**src/rtl/relogio_pkg.sv**
```systemverilog
// Shared types and default timing constants for the clock-setting block.
package relogio_pkg;

    typedef enum logic [1:0] {
        RUN      = 2'd0,
        SET_HORA = 2'd1,
        SET_MIN  = 2'd2
    } modo_t;

    localparam int DEBOUNCE_CYC_DEF = 4;
    localparam int REPEAT_DELAY_DEF = 16;
    localparam int REPEAT_RATE_DEF  = 4;
    localparam int BLINK_CYC_DEF    = 8;

endpackage

```
**src/rtl/debounce_btn.sv**
```systemverilog
// Two-flop synchronizer, debounce counter and rising-edge press pulse
// for one raw push button.
module debounce_btn #(
    parameter int DEBOUNCE_CYC = 4
) (
    input  logic maqh_clock,
    input  logic maqh_reset,
    input  logic btn_raw_i,
    output logic nivel_o,
    output logic press_o
);

    localparam int CW = $clog2(DEBOUNCE_CYC) + 1;

    logic          sync1_q, sync1_d;
    logic          sync2_q, sync2_d;
    logic          nivel_q, nivel_d;
    logic          press_q, press_d;
    logic [CW-1:0] cnt_q, cnt_d;

    always_ff @(posedge maqh_clock or negedge maqh_reset) begin
        if (!maqh_reset) begin
            sync1_q <= 1'b0;
            sync2_q <= 1'b0;
            nivel_q <= 1'b0;
            press_q <= 1'b0;
            cnt_q   <= '0;
        end else begin
            sync1_q <= sync1_d;
            sync2_q <= sync2_d;
            nivel_q <= nivel_d;
            press_q <= press_d;
            cnt_q   <= cnt_d;
        end
    end

    // Counter runs only while the synchronized sample disagrees with the
    // accepted level; any agreeing sample restarts the qualification.
    always_comb begin
        sync1_d = btn_raw_i;
        sync2_d = sync1_q;
        nivel_d = nivel_q;
        press_d = 1'b0;
        cnt_d   = '0;
        if (sync2_q != nivel_q) begin
            if (cnt_q == CW'(DEBOUNCE_CYC - 1)) begin
                nivel_d = sync2_q;
                press_d = sync2_q;
            end else begin
                cnt_d = cnt_q + 1'b1;
            end
        end
    end

    assign nivel_o = nivel_q;
    assign press_o = press_q;

endmodule

```
**src/rtl/maq_ajuste.sv**
```systemverilog
// Clock-setting controller: mode FSM, hour/minute step strobes with
// auto-repeat, and blink timer for the digit pair being set.
module maq_ajuste
    import relogio_pkg::*;
#(
    parameter int DEBOUNCE_CYC = DEBOUNCE_CYC_DEF,
    parameter int REPEAT_DELAY = REPEAT_DELAY_DEF,
    parameter int REPEAT_RATE  = REPEAT_RATE_DEF,
    parameter int BLINK_CYC    = BLINK_CYC_DEF
) (
    input  logic       maqh_clock,
    input  logic       maqh_reset,
    input  logic       btn_modo,
    input  logic       btn_mais,
    output logic       inc_hora,
    output logic       inc_minuto,
    output logic       run_en,
    output logic [1:0] modo,
    output logic       blink
);

    localparam int RMAX = (REPEAT_DELAY > REPEAT_RATE) ?
                          REPEAT_DELAY : REPEAT_RATE;
    localparam int RW   = $clog2(RMAX) + 1;
    localparam int BW   = $clog2(BLINK_CYC) + 1;

    logic modo_press;
    logic mais_press;
    logic mais_nivel;
    logic modo_nivel_unused;

    debounce_btn #(
        .DEBOUNCE_CYC(DEBOUNCE_CYC)
    ) u_deb_modo (
        .maqh_clock(maqh_clock),
        .maqh_reset(maqh_reset),
        .btn_raw_i (btn_modo),
        .nivel_o   (modo_nivel_unused),
        .press_o   (modo_press)
    );

    debounce_btn #(
        .DEBOUNCE_CYC(DEBOUNCE_CYC)
    ) u_deb_mais (
        .maqh_clock(maqh_clock),
        .maqh_reset(maqh_reset),
        .btn_raw_i (btn_mais),
        .nivel_o   (mais_nivel),
        .press_o   (mais_press)
    );

    modo_t         state_q, state_d;
    logic          inc_hora_q, inc_hora_d;
    logic          inc_min_q, inc_min_d;
    logic          run_en_q, run_en_d;
    logic          blink_q, blink_d;
    logic [BW-1:0] bcnt_q, bcnt_d;
    logic          rep_arm_q, rep_arm_d;
    logic          rep_first_q, rep_first_d;
    logic [RW-1:0] rep_cnt_q, rep_cnt_d;
    logic [RW-1:0] rep_alvo;
    logic          step;

    always_ff @(posedge maqh_clock or negedge maqh_reset) begin
        if (!maqh_reset) begin
            state_q     <= RUN;
            inc_hora_q  <= 1'b0;
            inc_min_q   <= 1'b0;
            run_en_q    <= 1'b1;
            blink_q     <= 1'b0;
            bcnt_q      <= '0;
            rep_arm_q   <= 1'b0;
            rep_first_q <= 1'b0;
            rep_cnt_q   <= '0;
        end else begin
            state_q     <= state_d;
            inc_hora_q  <= inc_hora_d;
            inc_min_q   <= inc_min_d;
            run_en_q    <= run_en_d;
            blink_q     <= blink_d;
            bcnt_q      <= bcnt_d;
            rep_arm_q   <= rep_arm_d;
            rep_first_q <= rep_first_d;
            rep_cnt_q   <= rep_cnt_d;
        end
    end

    always_comb begin
        state_d     = state_q;
        rep_arm_d   = rep_arm_q;
        rep_first_d = rep_first_q;
        rep_cnt_d   = rep_cnt_q;
        step        = 1'b0;
        rep_alvo    = rep_first_q ? RW'(REPEAT_DELAY - 1)
                                  : RW'(REPEAT_RATE - 1);

        // A mode press always wins and drops any pending repeat.
        if (modo_press) begin
            unique case (state_q)
                RUN:      state_d = SET_HORA;
                SET_HORA: state_d = SET_MIN;
                SET_MIN:  state_d = RUN;
                default:  state_d = RUN;
            endcase
            rep_arm_d = 1'b0;
            rep_cnt_d = '0;
        end else if (state_q != RUN) begin
            if (mais_press) begin
                step        = 1'b1;
                rep_arm_d   = 1'b1;
                rep_first_d = 1'b1;
                rep_cnt_d   = '0;
            end else if (rep_arm_q && mais_nivel) begin
                if (rep_cnt_q == rep_alvo) begin
                    step        = 1'b1;
                    rep_first_d = 1'b0;
                    rep_cnt_d   = '0;
                end else begin
                    rep_cnt_d = rep_cnt_q + 1'b1;
                end
            end else begin
                rep_arm_d = 1'b0;
                rep_cnt_d = '0;
            end
        end else begin
            rep_arm_d = 1'b0;
            rep_cnt_d = '0;
        end
    end

    // The hour counter downstream needs both strobes to advance.
    always_comb begin
        inc_min_d  = step;
        inc_hora_d = step && (state_q == SET_HORA);
        run_en_d   = (state_d == RUN);
    end

    always_comb begin
        blink_d = blink_q;
        bcnt_d  = bcnt_q;
        if (state_d == RUN) begin
            blink_d = 1'b0;
            bcnt_d  = '0;
        end else if (state_d != state_q) begin
            blink_d = 1'b1;
            bcnt_d  = '0;
        end else if (bcnt_q == BW'(BLINK_CYC - 1)) begin
            blink_d = ~blink_q;
            bcnt_d  = '0;
        end else begin
            bcnt_d = bcnt_q + 1'b1;
        end
    end

    assign inc_hora   = inc_hora_q;
    assign inc_minuto = inc_min_q;
    assign run_en     = run_en_q;
    assign modo       = state_q;
    assign blink      = blink_q;

endmodule

```
**config.mk**
```make
export PLATFORM = sky130hd
export DESIGN_NAME = maq_ajuste
export DESIGN_NICKNAME = d
export VERILOG_FILES = /design/src/rtl/relogio_pkg.sv /design/src/rtl/debounce_btn.sv /design/src/rtl/maq_ajuste.sv
export SDC_FILE = /design/constraint.sdc
export NUM_CORES = 1
export LEC_CHECK = 0
export BUFFER_PORTS_ARGS = -buffer_cell sky130_fd_sc_hd__buf_2
export CAP_MARGIN = 15
export CORE_MARGIN = 5
export CORE_UTILIZATION = 55
export DETAILED_ROUTE_END_ITERATION = 16
export GPL_ROUTABILITY_DRIVEN = 0
export PLACE_DENSITY_LB_ADDON = 0.2
export SETUP_SLACK_MARGIN = 0.05
export SYNTH_ARGS = -nofsm -noshare
export SYNTH_HDL_FRONTEND = slang
export SYNTH_SLANG_ARGS = --single-unit
```
**constraint.sdc**
```tcl
create_clock -name maqh_clock -period 3 [get_ports maqh_clock]
set_clock_uncertainty 0.1 [all_clocks]
set_input_delay 0.15 -clock maqh_clock [delete_from_list [all_inputs] [get_ports maqh_clock]]
set_output_delay 0.15 -clock maqh_clock [all_outputs]
set_load 0.01 [all_outputs]
```
==> run summary, run 1 <==
In this run, synthesis produced a sequential element count of 31. The fraction of power consumed by the clock network is 29.7%, and the total power is 1.11 mW. The part of the power in combinational logic was 19.7%; the number of distinct library cells after synthesis was 26. The count of cells along the worst hold path works out to 0. The critical setup path kind is register to register. The core region is 2150 um^2.

During synthesis, Yosys emitted a total of 0 warnings. In this run the register-to-register setup slack is 1.26 ns. The part of the Yosys area used for sequential elements came out at 64.6%.

The library cell occupying the most area in the post-synthesis netlist was dfrtp_1. For this run the aggregate overflow at the end of global routing stands at 0. For the largest buffer count on any clock path, the log shows 2. The most frequent standard cell in the layout excluding fill and tap cells is dfrtp_1. For this design the ratio of total power to cell area is 792 nW/um^2. The routed length per placed instance is 12.0 um, and the number of gates given a new drive strength after cts is 0. The tools report the initial DRC count as 9. For the headroom to the max-slew limit, the log shows 55.1%. In this run, CTS created clock tree buffers numbering 5. The arrival time of data at the critical path endpoint is 1.84 ns.

The remaining design rule violation count was 0. Cells fill 65.1% of the core in the end. In the final layout, the share of cells above drive strength 1 is 19.6%.

The critical path required time came out at 3.11 ns. The cell count after synthesis came out at 92. The achievable frequency is 0.576 GHz, and the net count after synthesis is 100. The port buffer count works out to 9. By area the synthesized netlist is led by dfrtp_1, ha_1, xnor2_1. Entering global routing, the biggest net connects 32 pins.

Of the total power, the share spent switching nets is 27.8%. The run finished with clean final reports. The number of setup buffers added after CTS is 0.

The number of antenna violations at the first check in global routing was 0; the via density per instance was 4.96. The die outline height works out to 56.8 um. Across every metal layer, demand over resource in global routing totals 13.4%. The H-tree was split into 2 levels. The tree is rooted in a clkbuf_4. The tools report the effective utilization at floorplan as 56.0%.

STA classifies the critical path startpoint as a register. The die covers 3220 um^2. The share of the clock period used by the worst path is 57.8%, and the count of TritonRoute iterations in the first routing pass is 2.

TritonCTS built the clock tree. Critical path startpoint: rep_cnt_q[2]. The run gives 410 um^2 as the area of the multi-input gates. The endpoint identified for the worst register-to-register timing path is inc_hora. In this run, post-CTS hold repair placed 3 buffers. Fill cells in the final layout number 169. The run gives 17 as the number of placement rows. The slew of the pin with the lowest slew margin came out at 0.672 ns. The count of antenna diodes in the layout came out at 0. The area of placed instances came out at 1280 um^2. The post-detailed-placement half-perimeter wirelength came out at 1170 um. The net count of the finished layout is 119.

After clock tree synthesis, the clock-pin slew on the worst setup and hold paths is 0.09 ns. The count of nets left with antenna violations once routing finished came out at 0. Along the worst path, the maximum fanout reaches 5.

The tools report the synthesized area as 1200 um^2. The largest single stage delay on the critical path is 0.44 ns. The layout overhead on the synthesized area is 16.3%. Subtracting the final worst setup slack from the clock period gives 1.74 ns. The tools report the via count of the first global-routing pass as 764. Setup repair after global routing left no endpoint under its margin. The internal power of the cells came out at 0.800 mW. The library cells used most frequently in the layout, excluding fill and tap cells, are dfrtp_1, buf_2, nor3_1. The average cell area after synthesis came out at 13.1 um^2. For this design the static power due to leakage is 0.661 nW. The critical path goes through or3_1, a211o_1, a2111oi_2. The worst min-delay path category was register to register.

Hold slack: 0.270 ns. The area share of the largest cell type after synthesis came out at 62.4%. The number of cells on the worst reg-to-reg path came out at 3.

Summed over all failing endpoints, the final setup total negative slack is 0 ns. The horizontal die dimension is 56.8 um. The tool flagged a number of max-cap violations equal to 0. The slowest stage of the critical path is the dfrtp_1 cell.

The hold violation total from the final report was 0; the total non-filler cell area in the finished layout was 1400 um^2. The sequential standard cell area is 777 um^2, and the total clock sinks is 31. Beginning of the worst register-to-register path: rep_cnt_q[2]. The tools report the count of endpoints failing setup in the final report as 0.

The first global-routing pass estimated 3210 um of wire. Registers are responsible for 50.6% of the overall power. 10 I/O pins were placed. For the switching power summed over all nets, the log shows 0.308 mW. Summing over every cut layer, the via total after detailed routing is 694. STA classifies the critical path endpoint as a register.

The max-slew violation total from the final report came out at 0. Total length of routed wires: 1680 um. The worst-skew pair later-pin latency is 0.31 ns. The most critical setup path has its endpoint at inc_hora. IR analysis of the VDD net gives a maximum drop of 0.577 mV.
power by group through the flow:
stage | registers, mW | logic, mW | clock network (mW)
floorplan | 0.568 | 0.146 | 0
global route | 0.574 | 0.253 | 0.364
global placement | 0.563 | 0.212 | 0
detailed placement | 0.568 | 0.219 | 0
CTS | 0.560 | 0.223 | 0.338
finish | 0.561 | 0.218 | 0.329
cell families after synthesis:
family | after synthesis | share of synthesized area, %
xor gates and xnor gates | 7 | 5.10
DFF | 31 | 64.6
AOI/OAI and AO/OA | 11 | 6.56
muxes | 3 | 2.71
and+or+nand+nor | 32 | 15.6
adders and majority gates | 4 | 4.16
buffers and inverters | 4 | 1.25
layer usage:
metal  share of wire (%)  vias up  GRT usage [%]  wire (um)
li1                    -      359              -          -
met1                  46      320           15.0        776
met2                  46       10           21.0        774
met3                 4.8        5           5.06         81
met4                 2.5        0           8.94         42
met5                   0        -              0          0
synth_stat cells, drive strengths merged:
master and n:
nor3b 4, o41ai 1, dfstp 1, nand3b 2, nor2 5, a211o 1
o2bb2ai 1, ha 4, mux2 2, xor2 3, mux2i 1, nand3 4
o21bai 1, nor2b 4, inv 4, xnor2 4, and3b 2, or3 2
a2111oi 1, or3b 1, a21oi 3, nor3 6, o21ai 3, nand2b 1
nand2 1, dfrtp 30
final cells by class:
type | instances | share of cell area [%]
clock buffers | 6 | 3.67
well taps | 28 | 2.50
multi-input cells | 57 | 29.3
flip-flops and latches | 31 | 55.5
clock inverters | 2 | 2.50
repair buffers | 12 | 5.37
inverters | 4 | 1.07
worst min-delay path by stage:
stage	startpoint	end
floorplan	maqh_reset	bcnt_q[0]
global placement	maqh_reset	rep_cnt_q[4]
detailed placement	maqh_reset	rep_cnt_q[0]
CTS	u_deb_modo.sync1_q	u_deb_modo.sync2_q
global route	u_deb_modo.sync1_q	u_deb_modo.sync2_q
finish	u_deb_modo.sync1_q	u_deb_modo.sync2_q
registers in the layout, indices dropped and copies added (netlist names), 2 cells and up:
signal / flops
bcnt_q: 4
modo: 2
rep_cnt_q: 5
u_deb_mais.cnt_q: 3
u_deb_modo.cnt_q: 3
per-stage QoR:
| stage | cells | worst slack [ns] |
|---|---|---|
| 2_1_floorplan | 92 | 1.36 |
| 3_3_place_gp | 129 | 1.32 |
| 3_5_place_dp | 129 | 1.30 |
| 4_1_cts | 140 | 1.26 |
| 5_1_grt | 140 | 1.15 |
| 6_report | 140 | 1.26 |
worst max-delay path, delay by kind of cell, from the launching register on:
family	cells	cell delay, ns
AOI/OAI and AO/OA	2	0.67
DFF	1	0.44
and+or+nand+nor	1	0.41
Note: power is estimated with default switching activity, not from simulation.
==> inputs of run 2 (changes only) <==
ABC_AREA = 1   (was default)
clock period = 1.8 ns   (was 3 ns; I/O delays follow)
==> run summary, run 2 <==
The logs give 2 (unchanged) for the number of levels in the clock H-tree and 0.32 ns (about the same) for the worst-skew pair later-pin latency. The detailed-route via count is 803 (+16%). The power density over the cells came out at 1310 nW/um^2 (+65%). The largest fanout on the critical path was 6 (+1). In this run the worst hold path is classified as input port to asynchronous set/reset pin.

Total overflow reported by the global router: 0 (unchanged). The worst setup path is of the register to register kind. The setup total negative slack is 0 ns (unchanged), and the port buffer count is 9 (unchanged). The beginning of the worst register-to-register path is rep_cnt_q[0]. Worst supply voltage drop on vdd: 0.706 mV (+22%).

The critical path's largest stage delay came out at 0.41 ns (-0.03 ns). The largest registers in the layout are rep_cnt_q x5, bcnt_q x4. TritonCTS built the clock tree. The cell with the most instances after synthesis was dfrtp_1. The tools report the arrival time of data at the critical path endpoint as 1.49 ns (-0.35 ns). The tools report the hold violation total from the final report as 0 (unchanged). By count the netlist is led by dfrtp_1, nand2_1, inv_1. The tools report the core outline area as 2170 um^2 (+0.99%).

The via density per instance came out at 4.93 (-0.62%). The tools report the worst setup margin as 0.427 ns (-0.838 ns). The max-slew violation total from the final report was 0 (unchanged). The slew of the pin with the lowest slew margin came out at 0.664 ns (-0.00857 ns). After synthesis, the cell types taking the most area are dfrtp_1, nand2_1, ha_1. Number of register bits inferred by synthesis: 31 (unchanged). The tools report the capturing element type of the critical path as a register. For the hold slack, the log shows 0.229 ns (-0.0409 ns). The number of standard cells in the layout, taps in and fillers out is 163 (+16%). Synthesized area: 1220 um^2 (+1.5%). The logs give 3260 um^2 (+1.2%) for the die area and 63.7% (-0.93 points) for the part of the Yosys area used for sequential elements. Setup repair after global routing left no endpoint under its margin. The run gives 176 (+4.1%) as the total of fill cells in the finished design. Leakage power of the design: 0.720 nW (+8.9%). The achievable frequency is 0.728 GHz (+26%). The total power was 1.83 mW (+65%).

The critical path startpoint was rep_cnt_q[0]. The total clock sinks was 31 (unchanged); the combined global-route utilization of all metal layers was 14.1% (+0.74 points). The root buffer cell chosen for the clock tree is clkbuf_4. The tools report the gate count of the mapped netlist as 115 (+25%). The via count of the first global-routing pass is 819 (+7.2%), and the number of max-capacitance violations reported is 0 (unchanged). On the critical path, the stage with the largest delay is an instance of dfrtp_1. The effective utilization at floorplan is 56.2% (+0.26 points), and the maximum number of pins on one net before global-route repair is 32 (unchanged). The count of buffer and inverter cells on the critical path works out to 1 (+1). Leaving out fill and tap cells, the most frequent cell in the layout is dfrtp_1. The number of antenna violations at the first check in global routing is 0 (unchanged).

The area of placed instances was 1300 um^2 (+1.4%); the die outline height was 57.1 um (+0.60%). The area share of the largest cell type after synthesis is 61.5% (-0.90 points), and the initial DRC count is 12 (+3). The top flip-flop cell by instance count after synthesis is dfrtp_1. The register with the highest flop count was rep_cnt_q. The share of the clock period used by the worst path was 76.3% (+18 points).

The average cell area after synthesis was 10.6 um^2 (-19%). The logs give 64.5% (-0.64 points) for the final core area utilization and 4 (+2) for the count of TritonRoute iterations in the first routing pass. The share of synthesized flip-flops with an asynchronous set or reset is 100% (unchanged), and the layout overhead on the synthesized area is 14.7%. Critical path required time: 1.91 ns (-1.20 ns).

The post-CTS setup repair buffer count was 0 (unchanged); the remaining design rule violation count was 0 (unchanged). The number of clock buffers inserted by TritonCTS is 5 (unchanged), and the total non-filler cell area in the finished layout is 1400 um^2 (unchanged). The run gives 10 (unchanged) as the number of top-level pins.

The post-CTS clock slew at the launch and capture registers of the worst setup and hold paths is 0.09 ns (about the same). The tools report the kind of launch point of the worst setup path as a register. The minimum setup slack after placement was 0.453 ns (-0.848 ns); the proportion of layout cells with a drive suffix above 1 was 19.3% (-0.38 points). In the layout the commonest cells are dfrtp_1, nand2_1, inv_1. The run gives 123 (+23%) as the net count after synthesis. The number of enable-type register cells in the synthesized netlist came out at 0 (unchanged). The tools report the count of antenna diodes in the layout as 0 (unchanged).

The total length of routed wires was 1840 um (+9.9%); the number of flip-flops under the largest register name was 5 (unchanged). The number of nets at the end of the flow came out at 142 (+19%). The run finished with clean final reports.

The critical path goes through ha_1, inv_1, nor2_1, nand3_1, nand2_4, nand2_2, nand2_1, nand2_1. The routed length per placed instance works out to 11.3 um (-5.6%). Largest buffer count on any clock path: 2 (unchanged). The count of endpoints failing setup in the final report was 0 (unchanged). The tools report the instance count after placement with tap cells included as 152 (+18%). The total of warnings raised by yosys was 0 (unchanged).

Grouping stages by cell kind, the critical path spends the most delay in simple AND/OR/NAND/NOR gates. The number of gates given a new drive strength after cts was 0 (unchanged); the number of placement rows was 17 (unchanged). Library cell appearing most often on the critical path: nand2_1.

Post-detailed-placement half-perimeter wirelength: 1320 um (+13%). The horizontal die dimension is 57.1 um (+0.60%). The largest total area in the synthesized netlist belongs to dfrtp_1. The number of routed nets with antenna violations is 0 (unchanged), and the number of distinct library cells after synthesis is 20 (-23%). The headroom to the max-slew limit came out at 55.8% (+0.66 points). The final critical delay including setup and external delays is 1.37 ns (-0.362 ns), and the wire length of the first global-routing pass is 3510 um (+9.5%).
[run 2: cell count changes after synthesis, moves of 3 or more]
cell	delta
nor2_1	+5
nor3b_1	-4
nor2b_1	-4
nand2_1	+22
nand2_2	+3
inv_1	+9
[run 2: cell families after synthesis]
logic type | Yosys count | synth area share (%)
compound gates | 6 | 3.18
fa+ha+maj | 4 | 4.10
xor+xnor | 5 | 3.59
buf+inv | 13 | 4.00
simple gates | 56 | 21.4
flops | 31 | 63.7
[run 2: worst paths after layout]
kind,to,slack [ns],cells after the start
min in group maqh_clock,u_deb_mais.sync2_q,0.26,0
max in group asynchronous,u_deb_modo.cnt_q[2],0.94,2
hold / removal,rep_cnt_q[4],0.23,2
setup reg to reg,rep_first_q,0.43,8
setup / recovery,rep_first_q,0.43,8
hold reg to reg,u_deb_mais.sync2_q,0.26,0
[run 2: what timing repair did]
| action | CTS | global route |
|---|---|---|
| hold buffers | 3 | 0 |
| endpoints found under the hold margin | 32 | 0 |
| endpoints found under the setup margin | 0 | 0 |
[run 2: power by group]
group	internal, mW	total (mW)	switching (mW)
sequential	0.840	0.934	0.0937
clock	0.230	0.445	0.215
combinational	0.175	0.448	0.273
total	1.25	1.83	0.581
[run 2: final cells by class]
cell class,count,area (um^2),share of cell area (%)
inverters,13,48.8,3.49
clock buffers,8,68.8,4.92
multi-input cells,71,394,28.2
flip-flops and latches,31,777,55.5
repair buffers,12,75.1,5.37
well taps,28,35.0,2.50
[run 2: per-layer routing]
layer  wire length [um]  up-vias  global-route usage (%)
li1                   -      406                       -
met1                818      374                    17.3
met2                882       16                    20.7
met3                 98        7                    6.11
met4                 41        0                    8.28
met5                  0        -                       0
==> inputs of run 3 (changes only) <==
CORE_UTILIZATION = 51   (was 55)
clock period = 1.2 ns   (was 1.8 ns; I/O delays follow)
==> run summary, run 3 (synthesis gave the netlist of run 2 again) <==
The layout overhead on the synthesized area is 33.7%. The setup total negative slack is -0.149 ns (-0.149 ns). Count of antenna diodes in the layout: 0 (unchanged). The proportion of layout cells with a drive suffix above 1 is 39.6% (+20 points), and the worst setup margin is -0.0758 ns (-0.502 ns). The logs give 20.7% (-0.055 points) for the global routing met2 resource utilization and 5.26% (-0.85 points) for the global routing met3 resource utilization. Instance count after placement with tap cells included: 161 (+5.9%).

Counting stages on the worst path, the most repeated cell is nand2_4. The port buffer count was 9 (unchanged); the number of placement rows was 17 (unchanged). The number of flip-flops under the largest register name came out at 5 (unchanged). The horizontal die dimension was 58.9 um (+3.2%); the number of max-capacitance violations reported was 0 (unchanged).

The final critical delay including setup and external delays is 1.28 ns (-0.0976 ns), and the total clock sinks is 31 (unchanged). The worst-skew pair later-pin latency came out at 0.32 ns (about the same). The final reports fail on negative setup slack. The via count of the first global-routing pass is 829 (+1.2%).

In the final layout, the registers with the most flip-flops are rep_cnt_q x5, bcnt_q x4. Master cell of the clock root buffer: clkbuf_4. The run gives 177 (+8.6%) as the number of standard cells in the layout, taps in and fillers out.

The worst min-delay path category is input port to asynchronous set/reset pin. The run gives 0 (unchanged) as the remaining design rule violation count. The share of the clock period used by the worst path is 106% (+30 points), and the largest fanout on the critical path is 6 (unchanged). On the critical path, the stage with the largest delay is an instance of dfrtp_1. The signal on the critical path passes through ha_4, inv_2, nor2_2, nand3_2, nand2_4, nand2_4, nand2_2, nand2_1. The critical path starts at rep_cnt_q[0]. The routed length per placed instance was 11.7 um (+3.2%).

The run gives 0 (unchanged) as the number of routed nets with antenna violations. The run finished, with violations left. The post-detailed-placement half-perimeter wirelength is 1400 um (+6.6%), and the number of levels in the clock H-tree is 2 (unchanged).

In the layout the commonest cells are dfrtp_1, nand2_1, buf_4. STA classifies the critical path startpoint as a register. The beginning of the worst register-to-register path is rep_cnt_q[0]. The die outline height was 58.9 um (+3.2%). The count of buffer and inverter cells on the critical path is 1 (unchanged). The run gives 1.32 mV (+87%) as the worst supply voltage drop on vdd. The tools report the headroom to the max-slew limit as 74.6% (+19 points).

Number of clock buffers inserted by TritonCTS: 5 (unchanged). The capturing element type of the critical path is a register. Slew of the pin with the lowest slew margin: 0.378 ns (-0.286 ns).

The tools report the arrival time of data at the critical path endpoint as 1.39 ns (-0.10 ns). The minimum setup slack after placement came out at -0.0825 ns (-0.536 ns). The count of TritonRoute iterations in the first routing pass is 4 (unchanged), and the critical path's largest stage delay is 0.40 ns (about the same). For the final core area utilization, the log shows 72.4% (+7.9 points). For the max-slew violation total from the final report, the log shows 0 (unchanged).

Leaving out fill and tap cells, the most frequent cell in the layout is dfrtp_1. The leakage power of the design is 0.815 nW (+13%). Register with the highest flop count: rep_cnt_q. The critical path is of the register to register type. For the core outline area, the log shows 2250 um^2 (+3.9%). The via density per instance was 4.75 (-3.7%); the power density over the cells was 1910 nW/um^2 (+46%). TritonCTS built the clock tree. The tools report the effective utilization at floorplan as 54.1% (-2.1 points). For the total overflow reported by the global router, the log shows 0 (unchanged).

The logs give 0 (unchanged) for the number of antenna violations at the first check in global routing and 10 (unchanged) for the number of top-level pins. The run gives 19 (-41%) as the maximum number of pins on one net before global-route repair. The hold violation total from the final report came out at 0 (unchanged). On the critical path the largest part of the delay comes from simple AND/OR/NAND/NOR gates. The critical path required time was 1.32 ns (-0.59 ns).

For the number of nets at the end of the flow, the log shows 156 (+9.9%). The met1 usage in global routing was 16.5% (-0.80 points); the achievable frequency was 0.784 GHz (+7.7%). Setup repair after global routing could not meet its margin everywhere. The initial DRC count was 6 (-6).

The wire length of the first global-routing pass came out at 3470 um (-1.2%). After global routing, the most crowded layer is met2. The number of cells on the worst reg-to-reg path is 8 (unchanged), and the combined global-route utilization of all metal layers is 13.9% (-0.22 points). The run gives 2 (unchanged) as the largest buffer count on any clock path. The run gives 2060 um (+12%) as the total length of routed wires. The logs give 840 (+4.6%) for the detailed-route via count and 3470 um^2 (+6.5%) for the die area.

The post-CTS clock slew at the launch and capture registers of the worst setup and hold paths is 0.10 ns (about the same), and the count of endpoints failing setup in the final report is 5 (+5). The number of logic stages on the critical path including buffering was 8 (unchanged).
-- run 3: changes by cell type in the layout (fill, tap and decap cells not counted), sizes merged --
cell | before | now
buf | 9 | 23
clkbuf | 8 | 7
clkinvlp | 0 | 1
-- run 3: area by class of cell --
cell class | instances | area [um^2]
fill | 165 | 623
inverter | 13 | 48.8
multi-input combinational | 71 | 479
tap | 28 | 35.0
clock buffer | 7 | 65.1
sequential | 31 | 777
clock inverter | 1 | 7.51
timing repair buffer | 26 | 219
-- run 3: what timing repair did --
item	CTS	global route
endpoints found under the setup margin	12	18
hold buffers	3	0
endpoints found under the hold margin	33	0
buffers inserted	3	2
gates cloned	0	0
gates resized for setup	10	17
pin swaps	6	14
-- run 3: through the flow --
stage,cell area [um^2],hold slack (ns),power (mW)
CTS,1550,0.0635,3.03
global placement,1380,-0.117,2.12
finish,1630,0.0607,3.12
floorplan,1220,-0.336,1.89
global route,1630,0.0632,3.34
detailed placement,1380,-0.114,2.16
-- run 3: routing by layer --
metal | wire, um | vias up | part of all wire, %
li1 | - | 433 | -
met1 | 952 | 391 | 46
met2 | 960 | 10 | 47
met3 | 91 | 6 | 4.4
met4 | 59 | 0 | 2.9
met5 | 0 | - | 0
-- run 3: where the power goes --
part / internal [mW] / switching (mW)
combinational: 0.486 / 0.521
clock: 0.342 / 0.352
sequential: 1.26 / 0.158
-- run 3: worst paths after layout --
check                                     endpoint  slack [ns]
worst min-delay path                      inc_hora        0.06
worst max register to register         rep_first_q       -0.08
min in group maqh_clock         u_deb_modo.sync2_q        0.27
worst max-delay path                   rep_first_q       -0.08
worst min register to register  u_deb_modo.sync2_q        0.27
max in group asynchronous       u_deb_mais.sync1_q        0.54
